===== src/rtl/cv32e40p_rf_scrub_pkg.sv =====
// Shared types and address constants for the register-file parity scrubber.
package cv32e40p_rf_scrub_pkg;

    typedef enum logic [1:0] {
        IDLE    = 2'd0,
        WAIT    = 2'd1,
        READ    = 2'd2,
        CONFIRM = 2'd3
    } scrub_state_e;

    localparam int unsigned RF_NUM_INT    = 32;
    localparam int unsigned RF_NUM_FP     = 32;
    localparam int unsigned FIRST_ADDR    = 1;
    localparam int unsigned LAST_INT_ADDR = RF_NUM_INT - 1;
    localparam int unsigned LAST_FP_ADDR  = RF_NUM_INT + RF_NUM_FP - 1;

endpackage


===== src/rtl/cv32e40p_sat_counter.sv =====
// Saturating up-counter with synchronous clear; a clear coinciding with an
// increment leaves the count at one.
module cv32e40p_sat_counter #(
    parameter int unsigned CNT_W = 8
) (
    input  logic             clk,
    input  logic             rst_n,
    input  logic             inc,
    input  logic             clr,
    output logic [CNT_W-1:0] q
);

    always_ff @(posedge clk or negedge rst_n) begin
        if (!rst_n) begin
            q <= '0;
        end else if (clr) begin
            q <= inc ? CNT_W'(1) : '0;
        end else if (inc && (q != '1)) begin
            q <= q + 1'b1;
        end
    end

endmodule


===== src/rtl/cv32e40p_rf_parity_scrubber.sv =====
// Background parity scrubber for the register file, using idle cycles of a spare read port.
// Define RF_SCRUB_FP_EN to extend the sweep over the FP bank.
module cv32e40p_rf_parity_scrubber
    import cv32e40p_rf_scrub_pkg::*;
#(
    parameter int unsigned ADDR_WIDTH = 6,
    parameter int unsigned NUM_INT    = LAST_INT_ADDR + 1,
    parameter int unsigned NUM_FP     = LAST_FP_ADDR - LAST_INT_ADDR,
    parameter int unsigned INTERVAL_W = 16,
    parameter int unsigned CNT_W      = 8
) (
    input  logic                  clk,
    input  logic                  rst_n,
    input  logic                  enable_i,
    input  logic [INTERVAL_W-1:0] interval_i,
    input  logic                  port_free_i,
    output logic                  scrub_req_o,
    output logic [ADDR_WIDTH-1:0] scrub_raddr_o,
    input  logic                  scrub_par_ok_i,
    input  logic                  err_clear_i,
    output logic                  err_valid_o,
    output logic [ADDR_WIDTH-1:0] err_addr_o,
    output logic [CNT_W-1:0]      err_count_o,
    output logic [CNT_W-1:0]      trans_count_o,
    output logic                  err_irq_o,
    output logic                  sweep_done_o,
    output logic                  busy_o
);

`ifdef RF_SCRUB_FP_EN
    localparam bit FP_EN = 1'b1;
`else
    localparam bit FP_EN = 1'b0;
`endif

    localparam int unsigned LAST_PTR = FP_EN ? (NUM_INT + NUM_FP - 1) : (NUM_INT - 1);
    localparam logic [ADDR_WIDTH-1:0] FIRST_A = ADDR_WIDTH'(FIRST_ADDR);
    localparam logic [ADDR_WIDTH-1:0] LAST_A  = ADDR_WIDTH'(LAST_PTR);

    scrub_state_e          state, state_next;
    logic [INTERVAL_W-1:0] wait_cnt, wait_cnt_next;
    logic [ADDR_WIDTH-1:0] ptr, ptr_next;
    logic                  grant, advance, err_hit, trans_hit;

    // Dropping enable releases the port in the same cycle, so any grant then is ignored.
    assign scrub_req_o = enable_i && ((state == READ) || (state == CONFIRM));
    assign grant       = scrub_req_o && port_free_i;

    always_comb begin
        state_next    = state;
        wait_cnt_next = wait_cnt;
        advance       = 1'b0;
        err_hit       = 1'b0;
        trans_hit     = 1'b0;
        if (!enable_i) begin
            state_next = IDLE;
        end else begin
            case (state)
                IDLE: begin
                    state_next    = WAIT;
                    wait_cnt_next = interval_i;
                end
                WAIT: begin
                    if (wait_cnt <= INTERVAL_W'(1)) state_next = READ;
                    if (wait_cnt != '0) wait_cnt_next = wait_cnt - 1'b1;
                end
                READ: begin
                    if (grant) begin
                        if (scrub_par_ok_i) begin
                            advance       = 1'b1;
                            state_next    = WAIT;
                            wait_cnt_next = interval_i;
                        end else begin
                            state_next = CONFIRM;
                        end
                    end
                end
                CONFIRM: begin
                    if (grant) begin
                        advance       = 1'b1;
                        state_next    = WAIT;
                        wait_cnt_next = interval_i;
                        trans_hit     = scrub_par_ok_i;
                        err_hit       = !scrub_par_ok_i;
                    end
                end
                default: state_next = IDLE;
            endcase
        end
    end

    always_comb begin
        ptr_next = ptr;
        if (advance) ptr_next = (ptr == LAST_A) ? FIRST_A : ptr + 1'b1;
    end

    always_ff @(posedge clk or negedge rst_n) begin
        if (!rst_n) begin
            state        <= IDLE;
            wait_cnt     <= '0;
            ptr          <= FIRST_A;
            sweep_done_o <= 1'b0;
        end else begin
            state        <= state_next;
            wait_cnt     <= wait_cnt_next;
            ptr          <= ptr_next;
            sweep_done_o <= advance && (ptr == LAST_A);
        end
    end

    // A new error in the clearing cycle is logged as the first error after the clear.
    always_ff @(posedge clk or negedge rst_n) begin
        if (!rst_n) begin
            err_valid_o <= 1'b0;
            err_addr_o  <= '0;
        end else if (err_hit && (!err_valid_o || err_clear_i)) begin
            err_valid_o <= 1'b1;
            err_addr_o  <= ptr;
        end else if (err_clear_i) begin
            err_valid_o <= 1'b0;
            err_addr_o  <= '0;
        end
    end

    cv32e40p_sat_counter #(.CNT_W(CNT_W)) u_err_count (
        .clk   (clk),
        .rst_n (rst_n),
        .inc   (err_hit),
        .clr   (err_clear_i),
        .q     (err_count_o)
    );

    cv32e40p_sat_counter #(.CNT_W(CNT_W)) u_trans_count (
        .clk   (clk),
        .rst_n (rst_n),
        .inc   (trans_hit),
        .clr   (err_clear_i),
        .q     (trans_count_o)
    );

    assign scrub_raddr_o = ptr;
    assign err_irq_o     = err_valid_o;
    assign busy_o        = (state != IDLE);

endmodule


===== config.mk =====
export PLATFORM = sky130hd
export DESIGN_NAME = cv32e40p_rf_parity_scrubber
export DESIGN_NICKNAME = d
export VERILOG_FILES = /design/src/rtl/cv32e40p_rf_scrub_pkg.sv /design/src/rtl/cv32e40p_sat_counter.sv /design/src/rtl/cv32e40p_rf_parity_scrubber.sv
export SDC_FILE = /design/constraint.sdc
export NUM_CORES = 1
export LEC_CHECK = 0
export ABC_CLOCK_PERIOD_IN_PS = 2240
export CAP_MARGIN = 20
export CORE_ASPECT_RATIO = 1.4
export CORE_MARGIN = 4
export CORE_UTILIZATION = 45
export DETAILED_ROUTE_END_ITERATION = 6
export PLACE_DENSITY = 0.74
export SYNTH_ARGS = -nofsm -noshare
export SYNTH_HDL_FRONTEND = slang
export SYNTH_HIERARCHICAL = 1
export SYNTH_SLANG_ARGS = --single-unit

===== constraint.sdc =====
create_clock -name clk -period 2.24 [get_ports clk]
set_input_delay 0.56 -clock clk [delete_from_list [all_inputs] [get_ports clk]]
set_output_delay 0.56 -clock clk [all_outputs]
set_load 0.1 [all_outputs]

Word level (Yosys, flattened, before mapping)
Cells that the tools add are included.
- $add $sub $neg: 4
- order comparisons: 1
- eq/ne operators: 13
- muxes and demuxes: 33
- reductions and logical operators: 18
- operators with widths (kind ; number):
    16-bit two-way mux ; 4
    16-bit case mux with 4 select lines ; 1
    8-bit two-way mux ; 4
    6-bit two-way mux ; 3
    8-bit by 1-bit adder with 8-bit output (second input constant) ; 2
    16-bit by 1-bit less-or-equal comparator with 1-bit output (second input constant) ; 1
    8-bit != test (second input constant) ; 2
    16-bit nonzero test ; 1
    16-bit by 1-bit subtractor with 16-bit output (second input constant) ; 1
    1-bit two-way mux ; 14
    2-bit two-way mux ; 5
    3-bit != test (second input constant) ; 3
    2-bit != test (second input constant) ; 4
    2-bit case mux with 4 select lines ; 1
    2-bit nonzero test ; 4
    6-bit by 1-bit adder with 6-bit output (second input constant) ; 1
    6-bit by 5-bit == test with 1-bit output (second input constant) ; 1
    1-bit logical AND ; 6
    5-bit AND reduction ; 1
    2-bit == test (second input constant) ; 2
    3-bit AND reduction ; 1
    2-bit by 1-bit == test with 1-bit output (second input constant) ; 1
    1-bit zero test ; 2
    2-bit zero test ; 1
    other kinds (2) ; 3
- flip-flop bits (word level): 48
- input bits: 22
- output and inout bits: 33
- logic and storage cells: 77

Logic depth before layout (Yosys ltp)
- depth in word-level cells: 10
- gate-level depth with buffers: 8
- depth with buffers taken out: 7

Cells and area by module
The synthesis kept the hierarchy.
- by module, submodules not included (module ; instances ; cells each ; area an instance (um^2)):
    cv32e40p_rf_parity_scrubber ; 1 ; 217 ; 1881.8
    cv32e40p_sat_counter ; 2 ; 47 ; 473.0

Worst setup path after synthesis
Ideal clock, no wire load.
- path type: in2out
- start: input port enable_i
- end: output port scrub_req_o
- data arrival time: 2.133 ns
- required time: 1.680 ns
- path slack: -0.453 ns
- stages: 2
- path buffers: 1
- path through: clkbuf_1 > nor2b_1
- longest elaborated chain between the ends: 1
- ends and longest elaborated chain (element ; line ; source):
    start, declared ; cv32e40p_rf_parity_scrubber.sv:14 ; input logic enable_i,
    1-bit logical AND ; cv32e40p_rf_parity_scrubber.sv:46 ; assign scrub_req_o = enable_i && ((state == READ) || (state == CONFIRM));
    end, declared ; cv32e40p_rf_parity_scrubber.sv:17 ; output logic scrub_req_o,
Every way passes these cells.

Worst setup path after layout
- start: register wait_cnt[6]
- end: register wait_cnt[14]
- longest elaborated chain between the ends: 3
- elaborated cells between the ends (all ways): 6
- ends and longest elaborated chain (element ; line ; source):
    start, declared ; cv32e40p_rf_parity_scrubber.sv:41 ; logic [INTERVAL_W-1:0] wait_cnt, wait_cnt_next;
    start signal, assigned ; cv32e40p_rf_parity_scrubber.sv:105 ; wait_cnt <= wait_cnt_next;
    16-bit by 1-bit subtractor with 16-bit output or 16-bit nonzero test (tied branches) ; cv32e40p_rf_parity_scrubber.sv:65 ; if (wait_cnt != '0) wait_cnt_next = wait_cnt - 1'b1;
    16-bit two-way mux or 2-bit != test (tied branches) ; -- ;
    16-bit case mux with 4 select lines or 5-bit AND reduction (tied branches) ; -- ;
Parallel ways exist; a longest one is shown, timed or not. The select of a mux whose other input is x is not followed.
A chain may end at the register's enable or synchronous reset.

==> reports/results.ini <==
[run_status]
run_status = complete, no violations

[yosys]
synth-adder-area-share_pct = 4.42
synthDominantCellAreaShare_pct = 41.6
synth_largest_area_cell = dfrtp_1
synthSimpleGateAreaFrac_pct = 24.6
synth_nets = 343
syn_area_sq_um = 2830
async_reset_ff_share_pct = 100
share_of_the_synthesized_area_in_compound_gates_ao_oa_aoi_oai_pct = 21.2
post_synth_edffs = 0
post_synth_mux_area_share_pct = 2.21
yosys_warnings = 6
synth.area.top_cells = dfrtp_1, a21oi_1, ha_1, nand2_1, o21ai_0
synthCells = 311
synthXorXnorAreaFrac_pct = 0.619
synth_top_family_by_area = simple AND/OR/NAND/NOR gates
synth_area_per_cell_sq_um = 9.09
synth_flop_cell = dfrtp_1
synth_cell_type_count = 53
postSynthRegisterBits = 48
synth-seq-area-share_pct = 42.5

[clocking]
cts.root.buffer_cell = clkbuf_8
ctsHtreeMaxLevel = 2
cts_hold_buffers = 0
ctsLongestPathBuffers = 2
cts_tree = built
worst_skew_pair.late_latency_ns = 0.30
cts.sink_count = 48
path_clk_slew_ns = 0.09
cts_buffers = 5
postCtsSetupBuffers = 0

[global_route]
grt_max_degree = 26
grt_pass1_wl_mm = 11.8
number_of_global_route_vias_before_repair = 2669
gr-total-overflow = 0
global_route.usage.total_pct = 19.3
grt_antenna_before_repair = 0

[die]
initial_core_util_pct = 47.2
coreArea_sq_um = 5990
ios = 55
floorplan.die.height_um = 102
die_x_um = 75.0
fp.dieArea_sq_um = 7630
row_count = 33

[power]
vdd_ir_drop_max_uv = 643
p_per_area_nw_per_um2 = 654
static-leakage-power_nw = 1.66
report.power.total_mw = 2.47

[setup_path]
crit_path_start = wait_cnt[6]$_DFFE_PN0P_
required_ns = 2.47
cp_common_cell = or4_4
ordered_list_of_cells_on_the_worst_path = or4_4 > or4_4 > or3_4 > a21oi_2 > a2bb2oi_1
crit_arrival_ns = 2.42
crit_path_end_kind = flip-flop
critical_path.reg2reg.startpoint = wait_cnt[6]$_DFFE_PN0P_
cp-start-kind = flip-flop
cp_slowest_stage_delay_ns = 0.59
worst-setup-path-type = flip-flop to flip-flop
slowest_library_cell_on_the_worst_path = or4_4
worstPathMaxFanout = 6

[timing]
final.hold.worst_slack_ns = 0.249
hold_viol_final = 0
finalSetupViolCount = 0
worst_pin_slew_ns = 0.597
fmaxAchievable_ghz = 0.458
final.period_utilization_pct = 97.5
clock-skew-final_ns = 0.00550
period_needed_ns = 2.18
drv_slew = 0
totalNegativeSetupSlack_ns = 0
normalized_max_slew_margin_pct = 60.2

[detailed_routing]
drt_pass1_iterations = 4
post_drt_via_cell_ratio = 5.75
wl_per_cell_um = 15.5
wirelength_mm = 7.13
detailedRoute.firstIterationViolations = 103
antenna_left = 0
vias = 2651
drc = 0

[placed_design]
gp_routability_congestion = 0.843
port_buffers = 54
hpwl_mm = 5.18

[run]
cap_violations = 0

[final_layout]
area_overhead_vs_synth_pct = 33.5
antenna_cells_inserted = 0
postLayoutCoreUtil_pct = 63.1
post_route_cells_drive_above_1_share_pct = 25.6
nets = 422

[hold_path]
holdCritPathClass = input port to asynchronous set/reset pin

==> layer usage <==
layer	wire, um	up-vias	global-route usage (%)
met5	0	-	0
li1	-	1300	-
met4	61	0	5.62
met3	318	6	3.28
met2	3700	54	34.0
met1	3060	1291	23.8
==> power by group <==
part / internal, mW / leakage (nW) / switching, mW
Combinational: 0.314 / 0.967 / 0.401
Clock: 0.394 / 0.0645 / 0.296
Sequential: 0.960 / 0.625 / 0.106
==> layout make-up <==
cell class / count / area [sq um]
clock buffer: 7 / 96.3
timing repair buffer: 86 / 756
fill: 517 / 2210
inverter: 15 / 56.3
clock inverter: 1 / 30.0
multi-input combinational: 234 / 1550
tap: 70 / 87.6
sequential: 48 / 1200
==> cells in the mapped netlist (3+ instances only) <==
cell / number
nor3b_1: 3
o21ai_0: 21
inv_1: 14
or4_1: 5
or3_1: 7
o31ai_1: 3
a41oi_1: 4
nand4_1: 4
buf_4: 3
nor2_1: 18
nor3_1: 8
a21oi_1: 29
dfrtp_1: 47
clkbuf_1: 9
nand3_1: 12
mux2i_1: 4
ha_1: 10
and3_1: 5
nand2b_1: 16
nor2b_1: 3
nand2_1: 32
==> worst paths after layout <==
| check | slack (ns) | end | cells after the start |
|---|---|---|---|
| max | 0.06 | wait_cnt[14]$_DFFE_PN0P_ | 5 |
| min | 0.25 | wait_cnt[11]$_DFFE_PN0P_ | 1 |
| max reg2reg | 0.06 | wait_cnt[14]$_DFFE_PN0P_ | 5 |
| min reg2reg | 0.53 | wait_cnt[15]$_DFFE_PN0P_ | 1 |
| max in group asynchronous | 1.36 | scrub_raddr_o[0]$_DFFE_PN1P_ | 2 |
| min in group clk | 0.53 | wait_cnt[15]$_DFFE_PN0P_ | 1 |
==> flip-flops by register name, summed over array words and instances (netlist names) <==
register         count
state                2
u_trans_count/q      8
u_err_count/q        8
sweep_done_o         1
err_irq_o            1
scrub_raddr_o        6
wait_cnt            16
err_addr_o           6
==> kinds of logic after synthesis <==
logic type	count (synthesis)
muxes	6
buffers and inverters	29
DFF	48
xor gates and xnor gates	2
and+or+nand+nor	126
adders and majority gates	10
AOI/OAI and AO/OA	90
==> stage by stage <==
| step | cell area [sq um] | setup WS, ns | instances |
|---|---|---|---|
| 3_5_place_dp | 3610 | -0.113 | 453 |
| 6_report | 3780 | 0.0556 | 461 |
| 3_3_place_gp | 3610 | -0.0379 | 453 |
| 2_1_floorplan | 2830 | 0.0153 | 311 |
| 4_1_cts | 3740 | 0.0102 | 461 |
| 5_1_grt | 3780 | -0.0226 | 461 |
==> worst max-delay path: cells and delay by family, from the launching register on <==
kind               cells  cell delay (ns)
and+or+nand+nor        3             1.43
DFF                    1             0.40
AOI/OAI and AO/OA      2             0.28
==> cell usage in the layout (no fill, tap or decap), types with 3 or more instances in the layout <==
cell              n
buf_4            60
dfrtp_1          47
nand2_1          32
a21oi_1          28
o21ai_0          21
clkdlybuf4s50_1  20
nor2_1           18
nand2b_1         16
inv_1            14
nand3_1          12
ha_1             10
nor3_1            8
clkbuf_8          7
and3_1            5
or3_1             5
buf_12            5
a41oi_1           4
nand4_1           4
mux2i_1           4
or4_4             3
o31ai_1           3
nor3b_1           3
==> repair_timing <==
item	4_1_cts	5_1_grt
endpoints found under the setup margin	2	5
resized for setup	2	7
pin swaps	0	1
No activity file was read; power rests on OpenSTA's default activity.
